File: config.mk
export PLATFORM = sky130hd
export DESIGN_NAME = seg7_scan_driver
export DESIGN_NICKNAME = d
export VERILOG_FILES = /design/src/rtl/seg7_scan_driver.sv
export SDC_FILE = /design/constraint.sdc
export NUM_CORES = 1
export LEC_CHECK = 0
export ABC_AREA = 0
export BUFFER_PORTS_ARGS = -buffer_cell sky130_fd_sc_hd__buf_2
export CORE_MARGIN = 3
export CORE_UTILIZATION = 44
export CTS_BUF_LIST = sky130_fd_sc_hd__clkbuf_8
export CTS_CLUSTER_DIAMETER = 100
export DETAILED_ROUTE_END_ITERATION = 8
export MAX_ROUTING_LAYER = met4
export PLACE_DENSITY = 0.71
export SLEW_MARGIN = 10
export SYNTH_ARGS = -nofsm -noshare
export SYNTH_HDL_FRONTEND = slang
export SYNTH_SLANG_ARGS = --single-unit
File: constraint.sdc
create_clock -name clk -period 4.47 [get_ports clk]
set_input_delay 0.6705 -clock clk [delete_from_list [all_inputs] [get_ports clk]]
set_output_delay 0.6705 -clock clk [all_outputs]
set_load 0.005 [all_outputs]
File: src/rtl/seg7_scan_driver.sv
// seg7_scan_driver
//   Time-multiplexed driver for a 4-digit common-anode seven-segment display.
//   Captures four BCD nibbles (plus decimal-point enables and the leading-zero
//   blanking mode) once per frame and scans them one digit per slot. Each slot
//   starts with a guard interval with every anode off to avoid ghosting. An
//   optional whole-display blink gates the anodes at a frame-based rate.
//
// Ports
//   clk         system clock
//   reset       synchronous, active-high reset
//   bcd3..bcd0  digit nibbles, bcd3 = leftmost digit
//   dp_en[3:0]  decimal-point enable, bit i -> digit i
//   blank_lz    1 = blank leading zeros
//   blink       1 = flash the whole display (sampled live)
//   an[3:0]     anode selects, bit i -> digit i
//   seg[6:0]    segments {g,f,e,d,c,b,a}
//   dp          decimal-point segment
//   frame_tick  one-cycle pulse when a new frame's digits have been captured
module seg7_scan_driver #(
    parameter int REFRESH_DIV  = 100000,
    parameter int GUARD        = 1000,
    parameter int BLINK_FRAMES = 125,
    parameter bit ACTIVE_LOW   = 1'b1
) (
    input  logic       clk,
    input  logic       reset,
    input  logic [3:0] bcd3,
    input  logic [3:0] bcd2,
    input  logic [3:0] bcd1,
    input  logic [3:0] bcd0,
    input  logic [3:0] dp_en,
    input  logic       blank_lz,
    input  logic       blink,
    output logic [3:0] an,
    output logic [6:0] seg,
    output logic       dp,
    output logic       frame_tick
);

    localparam int DW = (REFRESH_DIV > 1) ? $clog2(REFRESH_DIV) : 1;
    localparam int BW = (BLINK_FRAMES > 1) ? $clog2(BLINK_FRAMES) : 1;

    localparam logic [DW-1:0] DIV_MAX   = DW'(REFRESH_DIV - 1);
    localparam logic [DW-1:0] GUARD_V   = DW'(GUARD);
    localparam logic [BW-1:0] BLINK_MAX = BW'(BLINK_FRAMES - 1);

    // Inactive levels; XOR with these converts active-high internals to pin polarity.
    localparam logic [3:0] AN_OFF  = ACTIVE_LOW ? 4'hF  : 4'h0;
    localparam logic [6:0] SEG_OFF = ACTIVE_LOW ? 7'h7F : 7'h00;
    localparam logic       DP_OFF  = ACTIVE_LOW ? 1'b1  : 1'b0;

    logic [DW-1:0]   div_cnt_q, div_cnt_d;
    logic [1:0]      idx_q, idx_d;
    logic [3:0][3:0] sh_dig_q, sh_dig_d;
    logic [3:0]      sh_dp_q, sh_dp_d;
    logic            sh_blz_q, sh_blz_d;
    logic [BW-1:0]   blink_cnt_q, blink_cnt_d;
    logic            blink_ph_q, blink_ph_d;
    logic            first_q, first_d;
    logic [3:0]      an_q, an_d;
    logic [6:0]      seg_q, seg_d;
    logic            dp_q, dp_d;
    logic            frame_tick_q, frame_tick_d;

    logic       slot_end, frame_end, capture;
    logic [3:0] cur_dig;
    logic       blanked, lit;
    logic [3:0] an_hi;
    logic [6:0] seg_hi;
    logic       dp_hi;

    always_comb begin
        slot_end  = (div_cnt_q == DIV_MAX);
        frame_end = slot_end && (idx_q == 2'd3);
        // first_q forces a capture right after reset so the first frame is valid.
        capture   = first_q || frame_end;

        div_cnt_d = slot_end ? '0 : div_cnt_q + 1'b1;
        idx_d     = slot_end ? idx_q + 2'd1 : idx_q;
        first_d   = 1'b0;

        sh_dig_d = sh_dig_q;
        sh_dp_d  = sh_dp_q;
        sh_blz_d = sh_blz_q;
        if (capture) begin
            sh_dig_d = {bcd3, bcd2, bcd1, bcd0};
            sh_dp_d  = dp_en;
            sh_blz_d = blank_lz;
        end

        blink_cnt_d = blink_cnt_q;
        blink_ph_d  = blink_ph_q;
        if (frame_end) begin
            if (blink_cnt_q == BLINK_MAX) begin
                blink_cnt_d = '0;
                blink_ph_d  = ~blink_ph_q;
            end else begin
                blink_cnt_d = blink_cnt_q + 1'b1;
            end
        end

        cur_dig = sh_dig_q[idx_q];

        // A digit is a leading zero only if it and every digit to its left are zero.
        blanked = 1'b0;
        case (idx_q)
            2'd3: blanked = sh_blz_q && (sh_dig_q[3] == 4'd0);
            2'd2: blanked = sh_blz_q && (sh_dig_q[3] == 4'd0) && (sh_dig_q[2] == 4'd0);
            2'd1: blanked = sh_blz_q && (sh_dig_q[3] == 4'd0) && (sh_dig_q[2] == 4'd0)
                            && (sh_dig_q[1] == 4'd0);
            default: blanked = 1'b0;
        endcase

        case (cur_dig)
            4'd0:    seg_hi = 7'h3F;
            4'd1:    seg_hi = 7'h06;
            4'd2:    seg_hi = 7'h5B;
            4'd3:    seg_hi = 7'h4F;
            4'd4:    seg_hi = 7'h66;
            4'd5:    seg_hi = 7'h6D;
            4'd6:    seg_hi = 7'h7D;
            4'd7:    seg_hi = 7'h07;
            4'd8:    seg_hi = 7'h7F;
            4'd9:    seg_hi = 7'h6F;
            default: seg_hi = 7'h40;
        endcase

        lit   = !blanked && (div_cnt_q >= GUARD_V) && !(blink && blink_ph_q);
        an_hi = lit ? (4'b0001 << idx_q) : 4'b0000;
        dp_hi = !blanked && sh_dp_q[idx_q];

        an_d         = an_hi ^ AN_OFF;
        seg_d        = seg_hi ^ SEG_OFF;
        dp_d         = dp_hi ^ DP_OFF;
        frame_tick_d = capture;
    end

    always_ff @(posedge clk) begin
        if (reset) begin
            div_cnt_q    <= '0;
            idx_q        <= 2'd0;
            sh_dig_q     <= '0;
            sh_dp_q      <= 4'd0;
            sh_blz_q     <= 1'b0;
            blink_cnt_q  <= '0;
            blink_ph_q   <= 1'b0;
            first_q      <= 1'b1;
            an_q         <= AN_OFF;
            seg_q        <= SEG_OFF;
            dp_q         <= DP_OFF;
            frame_tick_q <= 1'b0;
        end else begin
            div_cnt_q    <= div_cnt_d;
            idx_q        <= idx_d;
            sh_dig_q     <= sh_dig_d;
            sh_dp_q      <= sh_dp_d;
            sh_blz_q     <= sh_blz_d;
            blink_cnt_q  <= blink_cnt_d;
            blink_ph_q   <= blink_ph_d;
            first_q      <= first_d;
            an_q         <= an_d;
            seg_q        <= seg_d;
            dp_q         <= dp_d;
            frame_tick_q <= frame_tick_d;
        end
    end

    assign an         = an_q;
    assign seg        = seg_q;
    assign dp         = dp_q;
    assign frame_tick = frame_tick_q;

endmodule
# After elaboration in Yosys (flattened, before gate mapping)
# Memory sizes are Yosys's and may differ from the RTL's.
# Index checks and enable logic that the tools add are counted.
# Widths: inputs -> output; s select.
[classes]
addsub = 3
order_cmp = 2
eq_ne = 5
shift = 1
n_mux = 8
bitwise = 4
n_reduce_logical = 16
[ops]
columns = ["op", "n"]
rows = [
  ["$add 17x1->17 const B", 1],
  ["$eq 17x17->1 const B", 1],
  ["$ge 17x10->1 const B", 1],
  ["$logic_not 4->1", 3],
  ["$bmux 4 s2", 1],
  ["$logic_and 1x1->1", 8],
  ["$mux 4", 2],
  ["$add 7x1->7 const B", 1],
  ["$eq 7x7->1 const B", 1],
  ["$mux 7", 1],
  ["$not 7->7", 1],
  ["$eq 2x2->1 const B", 2],
  ["$not 4->4", 1],
  ["$shl 1x2->4 const A", 1],
  ["$lt 2x3->1 const B", 1],
  ["$pmux 1 s3", 1],
  ["$add 2x1->2 const B", 1],
  ["$bmux 1 s2", 1],
  ["$eq 2x1->1 const B", 1],
  ["$logic_not 1->1", 2],
  ["$mux 1", 2],
  ["$not 1->1", 2],
  ["$reduce_and 2->1", 1],
  ["$reduce_or 2->1", 1],
  ["$logic_or 1x1->1", 1],
]
[word_totals]
reg_bits = 62
rom_bits = 112
inputBits = 24
output_inout_bits = 13
mem_count = 1
[mem_list]
columns = ["memory", "words", "width", "read_ports", "rd_clocked_by_memory_dff", "wr", "line", "rtl"]
rows = [
  ["(no name shown)", 16, 7, 1, 0, 0, "114", "case (cur_dig)"],
]

# Longest topological paths before layout
[depth]
ltp_word = 10
depth_mapped = 7
ltp_nobuf = 6

# Worst setup path before layout
# Ideal clock, no wire load.
[synth_timing]
path_kind = "reg-to-reg"
from = "reg div_cnt_q[14]"
to = "reg blink_cnt_q[2]"
setup_ns = 0.070
t_arrival_ns = 2.022
slack_ns = 2.377
path_stages_with_launch = 6
n_path_buf = 1
synth_period_minus_slack_ns = 2.093
cell_sequence = "dfxtp_1 or4_4 or4_4 buf_6 or4_1 a21oi_1"
[synth_via]
elab_chain_len = 2
[synth_rtl]
columns = ["item", "line", "rtl"]
rows = [
  ["start, declared", "52", "logic [DW-1:0] div_cnt_q, div_cnt_d;"],
  ["start signal, assigned", "153", "div_cnt_q <= div_cnt_d;"],
  ["$eq 17x17->1", "73", "slot_end = (div_cnt_q == DIV_MAX);"],
  ["$logic_and 1x1->1", "74", "frame_end = slot_end && (idx_q == 2'd3);"],
  ["end signal, assigned", "158", "blink_cnt_q <= blink_cnt_d;"],
  ["end, declared", "57", "logic [BW-1:0] blink_cnt_q, blink_cnt_d;"],
]
# No other way between the ends.
# A chain may end at the register's enable or synchronous reset.

# Worst setup path in the final report
[layout_timing]
from = "reg div_cnt_q[0]"
to = "reg blink_cnt_q[6]"
# The elaborated chain is that of the path after synthesis.

==> results.sh <==
export IMPL_status="finished clean"
export IMPL_synth_seq_cells=62
export IMPL_grt_ovfl_total=0
export IMPL_period_minus_slack_ns=2.30
export IMPL_setup_viol_count_final=0
export IMPL_yosysSeqAreaShare=0.371
export IMPL_vdd_drop_max_mv=0.170
export IMPL_rows=31
export IMPL_num_fill_cells=679
export IMPL_place_area_um2=3560
export IMPL_synth_mux_area_frac=0.0396
export IMPL_synth_compound_area_frac=0.130
export IMPL_start_util=0.457
export IMPL_cts_root_buf="clkbuf_8"
export IMPL_cpPeakStageDelay_ns=0.68
export IMPL_coreArea_um2=7330
export IMPL_grt_start_max_net_pins=51
export IMPL_vias=2993
export IMPL_syn_num_nets=419
export IMPL_final_hold_violation_count=0
export IMPL_first_global_vias=2734
export IMPL_hpwl_um=4780
export IMPL_routed_wl_um=7370
export IMPL_netlist_instances=380
export IMPL_gp_congestion=0.812
export IMPL_fin_crit_sh=0.515
export IMPL_worst_pin_slew_ns=0.631
export IMPL_fin_skew_ns=0.0158
export IMPL_final_max_slew_viol_count=0
export IMPL_clkLatencyLatePin_ns=0.34
export IMPL_antenna_found_initial=0
export IMPL_critPathRequiredTime_ns=4.73
export IMPL_synth_distinct_cells=42
export IMPL_crit_path_top_delay_cell="or4_4"
export IMPL_io_buffers=36
export IMPL_crit_fanout=14
export IMPL_start_kind="flop"
export IMPL_crit_path_end_kind="flop"
export IMPL_clk_pin_slew_ns=0.07
export IMPL_rsz0062_at_grt="false"
export IMPL_grt_usage=0.185
export IMPL_io_pins=37
export IMPL_synth_edf_count=0
export IMPL_n_antenna_cell=0
export IMPL_final_area_um2=3780
export IMPL_synth_simple_area_share=0.322
export IMPL_dr_pass1_iters=4
export IMPL_synth_top_family_by_area="simple AND/OR/NAND/NOR gates"
export IMPL_fp_dieW_um=93.2
export IMPL_path_cells="ha_1 > nand4_1 > or4_4 > or4_1 > a21oi_1"
export IMPL_syn_to_final_growth_pct=13.0
export IMPL_fin_nets=439
export IMPL_wl_per_cell_um=14.6
export IMPL_worstSetupPathType="flop to flop"
export IMPL_slew_headroom=0.580
export IMPL_hp_class="flop to flop"
export IMPL_cts_hold_fix_buffers=0
export IMPL_async_flop_share=0
export IMPL_maxCapViolCount=0
export IMPL_drt_iter0_drc=238
export IMPL_die_area_um2=8690
export IMPL_p_per_area_nw_per_um2=335
export IMPL_arrival_ns=2.57
export IMPL_clkSinkCount=62
export IMPL_timing_fmax_ghz=0.435
export IMPL_layout_drive_gt1_share=0.210
export IMPL_synth_fa_ha_area_frac=0.0561
export IMPL_grt_pass1_wl_um=12800
export IMPL_tns_ns=0
export IMPL_cts_tree="built"
export IMPL_drc=0
export IMPL_via_per_inst=5.94
export IMPL_synth_cell_area_um2=3350
export IMPL_total_power_mw=1.27
export IMPL_numCtsBuffers=9
export IMPL_h_tree_depth=3
export IMPL_synth_xor_area_frac=0.0262
export IMPL_synth_warnings=0
export IMPL_ant_nets=0
export IMPL_avgSynthCellArea_um2=8.81
export IMPL_timing_hold_ws_ns=0.483
export IMPL_clock_path_buffers=2
export IMPL_fp_dieH_um=93.2
export IMPL_cts_repair_resized=0
export IMPL_p_leak_nw=1.32
export IMPL_cts_setup_buffers=0
export IMPL_ys_flop_type="dfxtp_1"
-- through the flow --
stage | utilization | cells | worst slack (ns)
2_1_floorplan | - | 380 | 2.38
4_1_cts | 0.516 | 504 | 2.15
3_3_place_gp | 0.486 | 488 | 1.89
5_1_grt | 0.516 | 504 | 1.94
3_5_place_dp | 0.486 | 488 | 1.81
6_report | 0.516 | 504 | 2.17
-- power by group --
| part | switching, mW | internal [mW] | leakage (nW) |
|---|---|---|---|
| registers | 0.0189 | 0.582 | 0.509 |
| clock network | 0.223 | 0.327 | 0.108 |
| logic | 0.0608 | 0.0554 | 0.704 |
| total | 0.303 | 0.964 | 1.32 |
-- synth_stat cells (2+ instances only) --
cell type | number | area (um^2)
nor2b_1 | 2 | 12.5
nor3_1 | 2 | 10.0
mux2i_1 | 2 | 20.0
nand2_1 | 16 | 60.1
a31oi_1 | 20 | 125
o211ai_1 | 3 | 22.5
xnor2_1 | 5 | 43.8
and3_1 | 2 | 12.5
nor3b_1 | 19 | 143
or4_4 | 2 | 22.5
nor2_1 | 18 | 67.6
o32a_1 | 2 | 20.0
nand4_1 | 26 | 163
buf_2 | 5 | 25.0
o2111ai_1 | 3 | 26.3
nor4_1 | 5 | 31.3
a21o_1 | 2 | 15.0
dfxtp_1 | 62 | 1240
inv_1 | 15 | 56.3
clkbuf_1 | 25 | 93.8
or4bb_1 | 2 | 22.5
a21oi_1 | 17 | 85.1
or4_1 | 7 | 52.6
or4b_2 | 19 | 190
o31ai_1 | 5 | 37.5
and4_1 | 3 | 26.3
ha_1 | 15 | 188
or3_1 | 7 | 43.8
nand4b_1 | 2 | 17.5
nand3_1 | 34 | 170
xor2_1 | 5 | 43.8
mux4_2 | 5 | 113
o21ai_0 | 14 | 70.1
-- layout make-up --
class | count | area (um^2) | area share
clock inverter | 6 | 85.1 | 0.0225
timing repair buffer | 40 | 210 | 0.0556
sequential | 62 | 1240 | 0.328
inverter | 15 | 56.3 | 0.0149
clock buffer | 10 | 138 | 0.0364
tap | 99 | 124 | 0.0327
multi-input combinational | 272 | 1930 | 0.510
-- layer usage --
| metal | vias up | track usage | wire length [um] |
|---|---|---|---|
| met5 | - | - | 0 |
| met4 | 0 | 0.0757 | 98 |
| met3 | 11 | 0.0330 | 333 |
| met2 | 66 | 0.259 | 3230 |
| met1 | 1435 | 0.262 | 3700 |
| li1 | 1481 | - | - |
-- cells by family (layout without fill, tap and decap cells) --
family,after synthesis,in the layout
buffers and inverters,46,71
adder cells (fa/ha/maj),15,15
AO/OA/AOI/OAI,70,70
AND/OR/NAND/NOR,170,170
flip-flops,62,62
multiplexers,7,7
XOR/XNOR,10,10
-- registers in the layout (all words and copies together) (netlist names) --
| register | cells |
|---|---|
| an | 4 |
| blink_cnt_q | 7 |
| blink_ph_q | 1 |
| div_cnt_q | 17 |
| dp | 1 |
| first_q | 1 |
| frame_tick | 1 |
| idx_q | 2 |
| seg | 7 |
| sh_blz_q | 1 |
| sh_dig_q | 16 |
| sh_dp_q | 4 |
-- worst paths after layout --
| check | from | endpoint | slack (ns) | depth (start not counted) |
|---|---|---|---|---|
| setup / recovery | div_cnt_q[0] | blink_cnt_q[6] | 2.17 | 5 |
| hold / removal | div_cnt_q[0] | div_cnt_q[0] | 0.48 | 1 |
| hold reg to reg | div_cnt_q[0] | div_cnt_q[0] | 0.48 | 1 |
| setup reg to reg | div_cnt_q[0] | blink_cnt_q[6] | 2.17 | 5 |
-- worst max-delay path, delay by kind of cell, from the launching register on --
family | cells | cell delay [ns]
AOI/OAI and AO/OA | 1 | 0.16
adders and majority gates | 1 | 0.25
DFF | 1 | 0.40
and+or+nand+nor | 3 | 1.43
-- layout by cell type, fill, tap and decap left out, types with 7 or more instances in the layout --
master    synthesis  layout
dfxtp_1          62      62
or3_1             7       7
nor3b_1          19      19
a21oi_1          17      17
clkbuf_8          0      10
or4b_2           19      19
or4_1             7       7
nand4_1          26      26
ha_1             15      15
buf_2             5      36
inv_1            15      15
nand3_1          34      34
o21ai_0          14      14
a31oi_1          20      20
nand2_1          16      16
nor2_1           18      18
No activity file was read; power rests on OpenSTA's default activity.
